===== config.mk =====
export PLATFORM = sky130hd
export DESIGN_NAME = tri_bus_reader
export DESIGN_NICKNAME = d
export VERILOG_FILES = /design/src/rtl/tri_bus_reader.sv
export SDC_FILE = /design/constraint.sdc
export NUM_CORES = 1
export LEC_CHECK = 0
export BUFFER_PORTS_ARGS = -buffer_cell sky130_fd_sc_hd__buf_2
export CAP_MARGIN = 40
export CELL_PAD_IN_SITES_DETAIL_PLACEMENT = 1
export CELL_PAD_IN_SITES_GLOBAL_PLACEMENT = 2
export CORE_ASPECT_RATIO = 0.75
export CORE_MARGIN = 2
export CORE_UTILIZATION = 41
export DETAILED_ROUTE_END_ITERATION = 10
export PLACE_DENSITY = 0.79
export SLEW_MARGIN = 5
export SYNTH_ARGS = -nofsm -noshare
export SYNTH_HDL_FRONTEND = slang
export SYNTH_SLANG_ARGS = --single-unit

===== constraint.sdc =====
create_clock -name clk -period 4.2 [get_ports clk]
set_clock_uncertainty 0.05 [all_clocks]
set_input_delay 0.63 -clock clk [delete_from_list [all_inputs] [get_ports clk]]
set_output_delay 0.63 -clock clk [all_outputs]
set_load 0.02 [all_outputs]

===== src/rtl/tri_bus_reader.sv =====
// tri_bus_reader: captures words from a shared tri-state bus into a small FIFO.
// The bus is sampled only while the remote driver enables it. A single
// turnaround cycle is required after each burst, and enabling the bus during
// that cycle is flagged as an error.
// The optional even-parity check is built only when PARITY_CHECK_EN is defined.
module tri_bus_reader #(
  parameter int DW    = 8,
  parameter int DEPTH = 4
) (
  input  logic                   clk,
  input  logic                   reset,
  input  logic                   bus_en,
  input  logic [DW-1:0]          bus_data,
  input  logic                   bus_par,
  output logic [DW-1:0]          out_data,
  output logic                   out_valid,
  input  logic                   out_ready,
  output logic                   bus_hold,
  output logic [$clog2(DEPTH):0] count,
  output logic                   err_ovf,
  output logic                   err_turn,
  output logic                   err_par,
  input  logic                   err_clr
);

  localparam int AW = $clog2(DEPTH);
  localparam int CW = AW + 1;

  localparam logic [1:0] S_IDLE    = 2'd0;
  localparam logic [1:0] S_CAPTURE = 2'd1;
  localparam logic [1:0] S_TURN    = 2'd2;

  logic [1:0]    state, state_nxt;
  logic [DW-1:0] mem [DEPTH];
  logic [AW-1:0] wptr, rptr;
  logic          capture, turn_viol, push, pop, drop;

  // The bus is only ours to sample outside the turnaround cycle. A pop frees
  // a slot in the same cycle, so a full FIFO can still accept a word when the
  // consumer is reading.
  always_comb begin
    capture   = bus_en && (state == S_IDLE || state == S_CAPTURE);
    turn_viol = bus_en && (state == S_TURN);
    pop       = (count != '0) && out_ready;
    push      = capture && ((count != CW'(DEPTH)) || pop);
    drop      = capture && !push;
  end

  // Next-state selection; an enable during TURN extends TURN by one more cycle.
  always_comb begin
    state_nxt = state;
    case (state)
      S_IDLE:    state_nxt = bus_en ? S_CAPTURE : S_IDLE;
      S_CAPTURE: state_nxt = bus_en ? S_CAPTURE : S_TURN;
      S_TURN:    state_nxt = bus_en ? S_TURN    : S_IDLE;
      default:   state_nxt = S_IDLE;
    endcase
  end

  // State register.
  always_ff @(posedge clk) begin
    if (reset) state <= S_IDLE;
    else       state <= state_nxt;
  end

  // FIFO storage and pointers. Entries are cleared on reset so the head reads
  // zero until the first push.
  always_ff @(posedge clk) begin
    if (reset) begin
      for (int i = 0; i < DEPTH; i++) mem[i] <= '0;
      wptr  <= '0;
      rptr  <= '0;
      count <= '0;
    end else begin
      if (push) begin
        mem[wptr] <= bus_data;
        wptr      <= wptr + AW'(1);
      end
      if (pop) rptr <= rptr + AW'(1);
      count <= count + CW'(push) - CW'(pop);
    end
  end

  assign out_data  = mem[rptr];
  assign out_valid = (count != '0);
  assign bus_hold  = (count == CW'(DEPTH));

  // Sticky overflow and turnaround flags; a clear wins over a new set.
  always_ff @(posedge clk) begin
    if (reset || err_clr) begin
      err_ovf  <= 1'b0;
      err_turn <= 1'b0;
    end else begin
      if (drop)      err_ovf  <= 1'b1;
      if (turn_viol) err_turn <= 1'b1;
    end
  end

`ifdef PARITY_CHECK_EN
  logic par_bad;
  assign par_bad = capture && (bus_par != ^bus_data);

  // Sticky parity flag; a mismatching word is still pushed.
  always_ff @(posedge clk) begin
    if (reset || err_clr) err_par <= 1'b0;
    else if (par_bad)     err_par <= 1'b1;
  end
`else
  logic unused_par;
  assign unused_par = bus_par;
  assign err_par    = 1'b0;
`endif

endmodule


==> results_dict.tcl, run 1 <==
set metrics [dict create \
    outcome "completed" \
    p_sw_frac 0.3145 \
    portBuffers 27 \
    cts_resized 0 \
    instances_no_fill 234 \
    clockBufferDepth 2 \
    cts_max_level 2 \
    cts_hold_buf 0 \
    cts_buffers 5 \
    layout-drive-gt1-share 0.2881 \
    fin_util 0.4914 \
    vias 1202 \
    post_cts_buffers 0 \
    period_needed_ns 2.597 \
    max-cap-violations 0 \
    cp.arrival_ns 2.72 \
    synth_area_leader_cell "edfxtp_1" \
    synth.distinct_cells 38 \
    die_area_sq_um 5331 \
    regToRegSetupSlack_ns 1.60 \
    ys_seq_elements 45 \
    synth_seq_area_share 0.6260 \
    hold_depth 2 \
    fin_area_sq_um 2221 \
    cp-end-kind "flip-flop" \
    worstSetupStartpointType "flip-flop" \
    p_total_mw 1.219 \
    setup_viol 0 \
    dpl_cell_area_sq_um 2118 \
    cts.clk_slew.worst_paths_ns 0.08 \
    path_max_fanout 9 \
    power.internal_mw 0.8358 \
    clock_power_share 0.242 \
    r2r-start "count[2]" \
    ios 30 \
    worst-slew-pin-transition_ns 0.6284 \
    drc 0 \
    num_antenna_cells 0 \
    ant_nets 0 \
    rows 21 \
    place_hpwl_um 2677 \
    die_w_um 83.65 \
    coreArea_sq_um 4519 \
    fin_hold_ws_ns 0.4020 \
    r2r_end "count[2]" \
    antenna_found_initial 0 \
    netlist_area_sq_um 1951 \
    power.leakage_nw 0.8414 \
    async_flop_share 0 \
    power.switching_mw 0.3834 \
    grt_max_degree 26 \
    slowest_delay_ns 0.62 \
    cts-root-buf "clkbuf_8" \
    clkSinkCount 45 \
    grt_first_pass_wirelength_um 6486 \
    cts_tree "yes" \
    firstDrtPassIters 4 \
    min_to "err_turn" \
    via_per_inst 5.137 \
    layout.nets 192 \
    fmaxAchievable_mhz 385.1 \
    areaGrowthSynthToFinish_pct 13.86 \
    grtUsageTotal 0.1617 \
    cpMaxStageDelayCell "or4b_1" \
    layout_commonest_cell "nor2_1" \
    grt-ovfl-total 0 \
    ys.flop_type "edfxtp_1" \
    start_util 0.4316 \
    detail_route.wl_per_cell_um 16.78 \
    die_y_um 63.74 \
    synth.top_cell.area_share 0.4926 \
    crit_chain "or4b_1 -> nand2_2 -> o21ai_0 -> ha_1 -> fa_1 -> xnor2_1 -> xnor2_1 -> nor2_1" \
    place_ws_ns 1.243 \
    grt_setup_unrepaired "false" \
    synth_area_leaders "edfxtp_1, dfxtp_1, mux4_2" \
    synthCells 149 \
    powerDensity_nw_per_um2 549.0 \
    comb_power_share 0.268 \
    hold_viol_final 0 \
    drt_iter0_markers 47 \
    gp_congestion 0.6856 \
    yosysWarnings 0 \
    seqPwrFrac 0.490 \
    maxSlewViolCount 0 \
    syn_nets 165 \
    dp.cells 226 \
    finalWorstSetupSlack_ns 1.603 \
    critPathKind "reg -> reg" \
    r2r_cells 8 \
    post-route-period-util 0.6183 \
    synth_edf_count 32 \
    grt_pass1_vias 1272 \
    critical_path_buf_inv_count 0 \
    totalWireLength_um 3926 \
    hp-start "err_turn" \
    mostFrequentLayoutCells "nor2_1, edfxtp_1, buf_2, nand2b_1, dfxtp_1" \
    crit_family "simple AND/OR/NAND/NOR gates" \
    synth.avg_cell_area_sq_um 13.09 \
    final.setup.tns_ns 0 \
    min_path_type "reg -> reg" \
    irDropWorstVdd_mv 0.2495 \
    slew_headroom 0.5802 \
    clkLatencyLatePin_ns 0.29 \
    crit_top_cell "xnor2_1" \
    crit_required_ns 4.32 \
]
-- kinds of logic after synthesis --
| family | share of synthesized area |
|---|---|
| flip-flops | 0.6260 |
| buffers and inverters | 0.02758 |
| other | 0.001922 |
| XOR/XNOR | 0.01796 |
| AND/OR/NAND/NOR | 0.1770 |
| multiplexers | 0.09237 |
| adder cells (fa/ha/maj) | 0.01668 |
| AO/OA/AOI/OAI | 0.04042 |
-- registers in the layout, indices dropped and copies added, names as in the netlist, named ones only --
signal,count
err_ovf,1
rptr,2
wptr,2
state,2
mem,32
err_turn,1
count,3
-- worst min-delay path: stages (launching register included) --
cell      delay (ns)
dfxtp_1         0.31
inv_1           0.05
a211oi_1        0.05
-- how the worst max path moves through the flow --
stage	startpoint	end	cells after the start
after floorplan	out_ready	count[2]	9
after global placement	out_ready	count[2]	9
after detailed placement	out_ready	count[2]	9
after CTS	out_ready	count[2]	9
after global routing	count[2]	count[2]	8
final	count[2]	count[2]	8
-- cells in the mapped netlist, drive strengths merged (2+ instances only) --
library cell  number
a21oi              3
a31o               2
buf                4
clkbuf             3
dfxtp             13
edfxtp            32
inv                4
mux4               8
nand2              2
nand2b            13
nand3              2
nor2              39
nor2b              3
o21ai              2
xnor2              3
-- layout make-up --
type,instances,area [sq um]
multi-input combinational,93,675.6
inverter,4,15.01
timing repair buffer,27,135.1
sequential,45,1221
clock buffer,7,97.59
tap,57,71.32
clock inverter,1,5.005
fill,490,2298
-- power groups by stage --
stage               sequential, mW  combinational (mW)  clock, mW
global route                 0.610               0.357      0.319
CTS                          0.597               0.333      0.302
floorplan                    0.583               0.258          0
finish                       0.597               0.327      0.295
global placement             0.605               0.323          0
detailed placement           0.607               0.333          0
-- routing by layer --
metal / vias up / wire (um) / track usage
li1: 581 / - / -
met1: 594 / 1847 / 0.2140
met2: 22 / 1863 / 0.2700
met3: 5 / 182 / 0.04393
met4: 0 / 31 / 0.03629
met5: - / 0 / 0
Note: power is estimated with default switching activity, not from simulation.
==> run 2: changes to the inputs <==
- CORE_UTILIZATION: 41 -> 38
- PLACE_DENSITY: 0.79 -> 0.74
- clock period: 4.2 -> 2.65 ns (I/O delays scaled with it)
==> run 2 against run 1 <==
Net effect: clock power is 88% higher; sequential power is 58% higher; clock-buffer cell count stayed put; combinational power is 65% higher; largest power group unchanged.
==> results_dict.tcl, run 2 (synthesized netlist as in run 1, its figures left out) <==
set metrics [dict create \
    outcome "completed" \
    drt-met1-wl_um 2023 \
    layout_commonest_cell "nor2_1" \
    top_layer "met4" \
    post_cts_buffers 0 \
    grt_setup_unrepaired "false" \
    detail_route.wl_per_cell_um 17.25 \
    die_w_um 86.73 \
    ios 30 \
    ant_nets 0 \
    cts.clk_slew.worst_paths_ns 0.09 \
    die_area_sq_um 5729 \
    wl_met3_um 149 \
    powerDensity_nw_per_um2 892.3 \
    maxSlewViolCount 0 \
    via_per_inst 5.074 \
    rows 22 \
    clkLatencyLatePin_ns 0.31 \
    final.setup.tns_ns 0 \
    dp.cells 234 \
    totalWireLength_um 4175 \
    cts_hold_buf 0 \
    vias 1228 \
    regMostFlops "mem" \
    clkSinkCount 45 \
    cts-root-buf "clkbuf_8" \
    layout-drive-gt1-share 0.3132 \
    mostFrequentLayoutCells "nor2_1, edfxtp_1, buf_2, nand2b_1, dfxtp_1" \
    drt_iter0_markers 40 \
    slew_headroom 0.6245 \
    post-route-period-util 0.8597 \
    power.leakage_nw 0.8754 \
    min_path_type "in -> reg" \
    die_y_um 66.05 \
    num_antenna_cells 0 \
    irDropWorstVdd_mv 0.2311 \
    place_hpwl_um 2868 \
    start_util 0.3959 \
    instances_no_fill 242 \
    setup_viol 0 \
    worstSetupStartpointType "flip-flop" \
    areaGrowthSynthToFinish_pct 17.25 \
    gp_congestion 0.6976 \
    nFillCells 521 \
    portBuffers 27 \
    crit_required_ns 2.79 \
    cp.arrival_ns 2.42 \
    hold_viol_final 0 \
    grt_pass1_vias 1324 \
    grt_max_degree 26 \
    clockBufferDepth 2 \
    drc 0 \
    max-cap-violations 0 \
    firstDrtPassIters 4 \
    grtUsageTotal 0.1608 \
    cp-end-kind "flip-flop" \
    cts_buffers 5 \
    critPathKind "reg -> reg" \
    period_needed_ns 2.278 \
    fmaxAchievable_mhz 438.9 \
    coreArea_sq_um 4927 \
    regArea_sq_um 1221 \
    layout.nets 197 \
    path_max_fanout 7 \
    grt_first_pass_wirelength_um 6617 \
    dr_wl_met2_um 1952 \
    antenna_found_initial 0 \
    cts_resized 0 \
    reg_top3 "mem (32), count (3)" \
    cts_tree "yes" \
    cts_max_level 2 \
    multi_input_area_sq_um 675.6 \
    grt-ovfl-total 0 \
    largest_reg_flops 32 \
    worst-slew-pin-transition_ns 0.5625 \
]
run 2: through the flow:
step	utilization	area, sq um	hold slack (ns)	power (mW)	worst slack, ns
6_report	0.4642	2287	0.2165	2.041	0.3718
2_1_floorplan	-	1951	0.4243	1.333	0.2458
5_1_grt	0.4642	2287	0.2156	2.138	0.2425
3_3_place_gp	0.4383	2160	0.3855	1.488	0.3311
3_5_place_dp	0.4383	2160	0.4023	1.509	0.2774
4_1_cts	0.4642	2287	0.2120	2.059	0.3538
run 2: layer usage:
metal  global-route usage  vias to the layer above
met1               0.2107                      615
met3              0.04494                        6
li1                     -                      586
met4              0.05273                        0
met2               0.2596                       21
met5                    0                        -
run 2: worst max-delay path, stage by stage (launching register included):
cell and delay [ns]:
dfxtp_1 0.45, or4b_1 0.51, nand2_2 0.10, o21ai_0 0.09, ha_1 0.21, fa_1 0.37
xnor2_1 0.18, xnor2_1 0.14, nor2_1 0.05
run 2: where the power goes:
group	internal, mW	switching (mW)	total (mW)
Sequential	0.847	0.0974	0.945
Clock	0.304	0.252	0.556
Combinational	0.246	0.294	0.540
Total	1.40	0.644	2.04
run 2: final cells by class:
type	count	share of cell area
Sequential cell	45	0.5339
Multi-Input combinational cell	93	0.2954
Timing Repair Buffer	32	0.07549
Clock buffer	7	0.05197
Tap cell	60	0.03282
Inverter	4	0.006565
Clock inverter	1	0.003829
run 2: path summary, 6_finish.rpt:
| kind | start | to | slack [ns] | cells past startpoint |
|---|---|---|---|---|
| setup reg to reg | count[2] | count[2] | 0.37 | 8 |
| setup / recovery | count[2] | count[2] | 0.37 | 8 |
| hold / removal | err_clr | err_ovf | 0.22 | 2 |
| hold reg to reg | err_turn | err_turn | 0.41 | 2 |
==> run 3: changes to the inputs <==
- BUFFER_PORTS_ARGS: -buffer_cell sky130_fd_sc_hd__buf_2 -> -buffer_cell sky130_fd_sc_hd__clkbuf_2
- GPL_TIMING_DRIVEN: not set -> 0
==> run 3 against run 2 <==
Net effect: first-iteration DRC count increased by 10%; sequential share of layout area increased by 1.1 points; setup slack lost 0.20 ns; clock-buffer cell count shrank 1; fmax decreased by 8.2%; die area did not move; combinational power increased by 8.9%; non-clock buffer count is 2 higher; cell count increased by 0.41%; global-route usage rose by 0.41 points; via count is 1.3% higher; critical endpoint unchanged.
==> results_dict.tcl, run 3 (synthesized netlist as in run 1, its figures left out) <==
set metrics [dict create \
    cts_tree "yes" \
    path_max_fanout 9 \
    grt_max_degree 13 \
    place_hpwl_um 3054 \
    regMostFlops "mem" \
    crit_top_cell "xnor2_1" \
    cts.clk_slew.worst_paths_ns 0.07 \
    r2r_cells 9 \
    power.leakage_nw 0.8463 \
    max-cap-violations 0 \
    final.setup.tns_ns 0 \
    outcome "completed" \
    worstSetupStartpointType "flip-flop" \
    maxSlewViolCount 0 \
    min_path_type "in -> reg" \
    totalWireLength_um 4289 \
    layout.nets 199 \
    portBuffers 27 \
    grt_first_pass_wirelength_um 6810 \
    grt-ovfl-total 0 \
    num_antenna_cells 0 \
    vias 1244 \
    clkLatencyLatePin_ns 0.29 \
    cts-root-buf "clkbuf_8" \
    mostFrequentLayoutCells "nor2_1, edfxtp_1, clkbuf_2, nand2b_1, dfxtp_1" \
    hold_depth 2 \
    cts_buffers 5 \
    grt_pass1_vias 1293 \
    crit_required_ns 2.76 \
    layout_commonest_cell "nor2_1" \
    clkSinkCount 45 \
    rows 22 \
    start_util 0.3959 \
    areaGrowthSynthToFinish_pct 15.01 \
    cp.arrival_ns 2.59 \
    ant_nets 0 \
    slew_headroom 0.6167 \
    clockBufferDepth 2 \
    drc 0 \
    hold_viol_final 0 \
    cts_max_level 2 \
    firstDrtPassIters 4 \
    min_to "err_turn" \
    die_w_um 86.73 \
    p_total_mw 1.885 \
    antenna_found_initial 0 \
    crit_family "simple AND/OR/NAND/NOR gates" \
    setup_viol 0 \
    critPathKind "reg -> reg" \
    slowest_delay_ns 0.57 \
    regToRegSetupSlack_ns 0.17 \
    reg_top3 "mem (32), count (3)" \
    grtUsageTotal 0.1650 \
    crit_chain "or4b_1 -> buf_6 -> nand2_4 -> o21ai_0 -> ha_1 -> fa_1 -> xnor2_1 -> xnor2_1 -> nor2_1" \
    die_area_sq_um 5729 \
    fmaxAchievable_mhz 403.0 \
    ios 30 \
    grt_setup_unrepaired "false" \
    die_y_um 66.05 \
    cpMaxStageDelayCell "or4b_1" \
    coreArea_sq_um 4927 \
    irDropWorstVdd_mv 0.2589 \
    powerDensity_nw_per_um2 840.3 \
    r2r_end "count[2]" \
    post_cts_buffers 0 \
    gp_congestion 0.6800 \
    via_per_inst 5.119 \
    r2r-start "count[0]" \
    layout-drive-gt1-share 0.2896 \
    detail_route.wl_per_cell_um 17.65 \
    post-route-period-util 0.9364 \
    period_needed_ns 2.482 \
    critical_path_buf_inv_count 1 \
    drt_iter0_markers 44 \
    hp-start "err_clr" \
    worst-slew-pin-transition_ns 0.5749 \
    cp-end-kind "flip-flop" \
    largest_reg_flops 32 \
]
run 3: cell types whose count changed in the layout (fill, tap and decap cells not counted), moves of 2 or more:
cell / delta
clkbuf_2: +27
buf_2: -26
buf_4: -4
clkbuf_1: +4
clkbuf_16: -2
run 3: layer usage:
layer | share of wire | vias up | wire (um) | global-route usage
met5 | 0 | - | 0 | 0
met4 | 0.011 | 0 | 46 | 0.04102
met3 | 0.038 | 6 | 165 | 0.03870
met2 | 0.47 | 29 | 2030 | 0.2654
met1 | 0.48 | 619 | 2046 | 0.2266
li1 | - | 590 | - | -
run 3: worst max path at each step:
stage              start  slack (ns)  cells after the start  endpoint
2_1_floorplan   count[2]        0.25                      9  count[2]
3_5_place_dp   out_ready       -0.01                     10  count[2]
3_3_place_gp   out_ready        0.04                     10  count[2]
4_1_cts         count[1]        0.06                      9  count[2]
6_report        count[0]        0.17                      9  count[2]
5_1_grt         count[0]        0.02                      9  count[2]
run 3: through the flow:
stage	worst slack [ns]	util	hold slack [ns]	std cells	instance area [sq um]
3_5_place_dp	-0.01154	0.4385	0.4057	236	2161
5_1_grt	0.02076	0.4553	0.2367	243	2243
4_1_cts	0.06371	0.4540	0.2263	243	2237
2_1_floorplan	0.2458	-	0.4243	149	1951
3_3_place_gp	0.03848	0.4385	0.3872	236	2161
6_report	0.1685	0.4553	0.2345	243	2243
run 3: repair_timing:
action | 4_1_cts | 5_1_grt
gates resized for setup | 0 | 2
setup endpoints to repair | 0 | 1
hold buffers | 0 | 0
run 3: area by class of cell:
class,instances,area (sq um)
plain buffers,7,38.79
clock buffers,6,72.57
clock inverters,1,3.754
fillers,528,2684
inverters,4,15.01
multi-input cells,93,680.7
flip-flops and latches,45,1222
well taps,60,75.07
repair buffers,27,135.1
run 3: worst register-to-register path, stage by stage (launching register included):
cell     delay [ns]
dfxtp_1        0.38
or4b_1         0.57
buf_6          0.16
nand2_4        0.14
o21ai_0        0.10
ha_1           0.21
fa_1           0.38
xnor2_1        0.18
xnor2_1        0.13
nor2_1         0.05
run 3: power breakdown:
part	switching [mW]	internal (mW)	total, mW
combinational	0.339	0.248	0.588
sequential	0.0587	0.849	0.907
clock	0.212	0.178	0.390
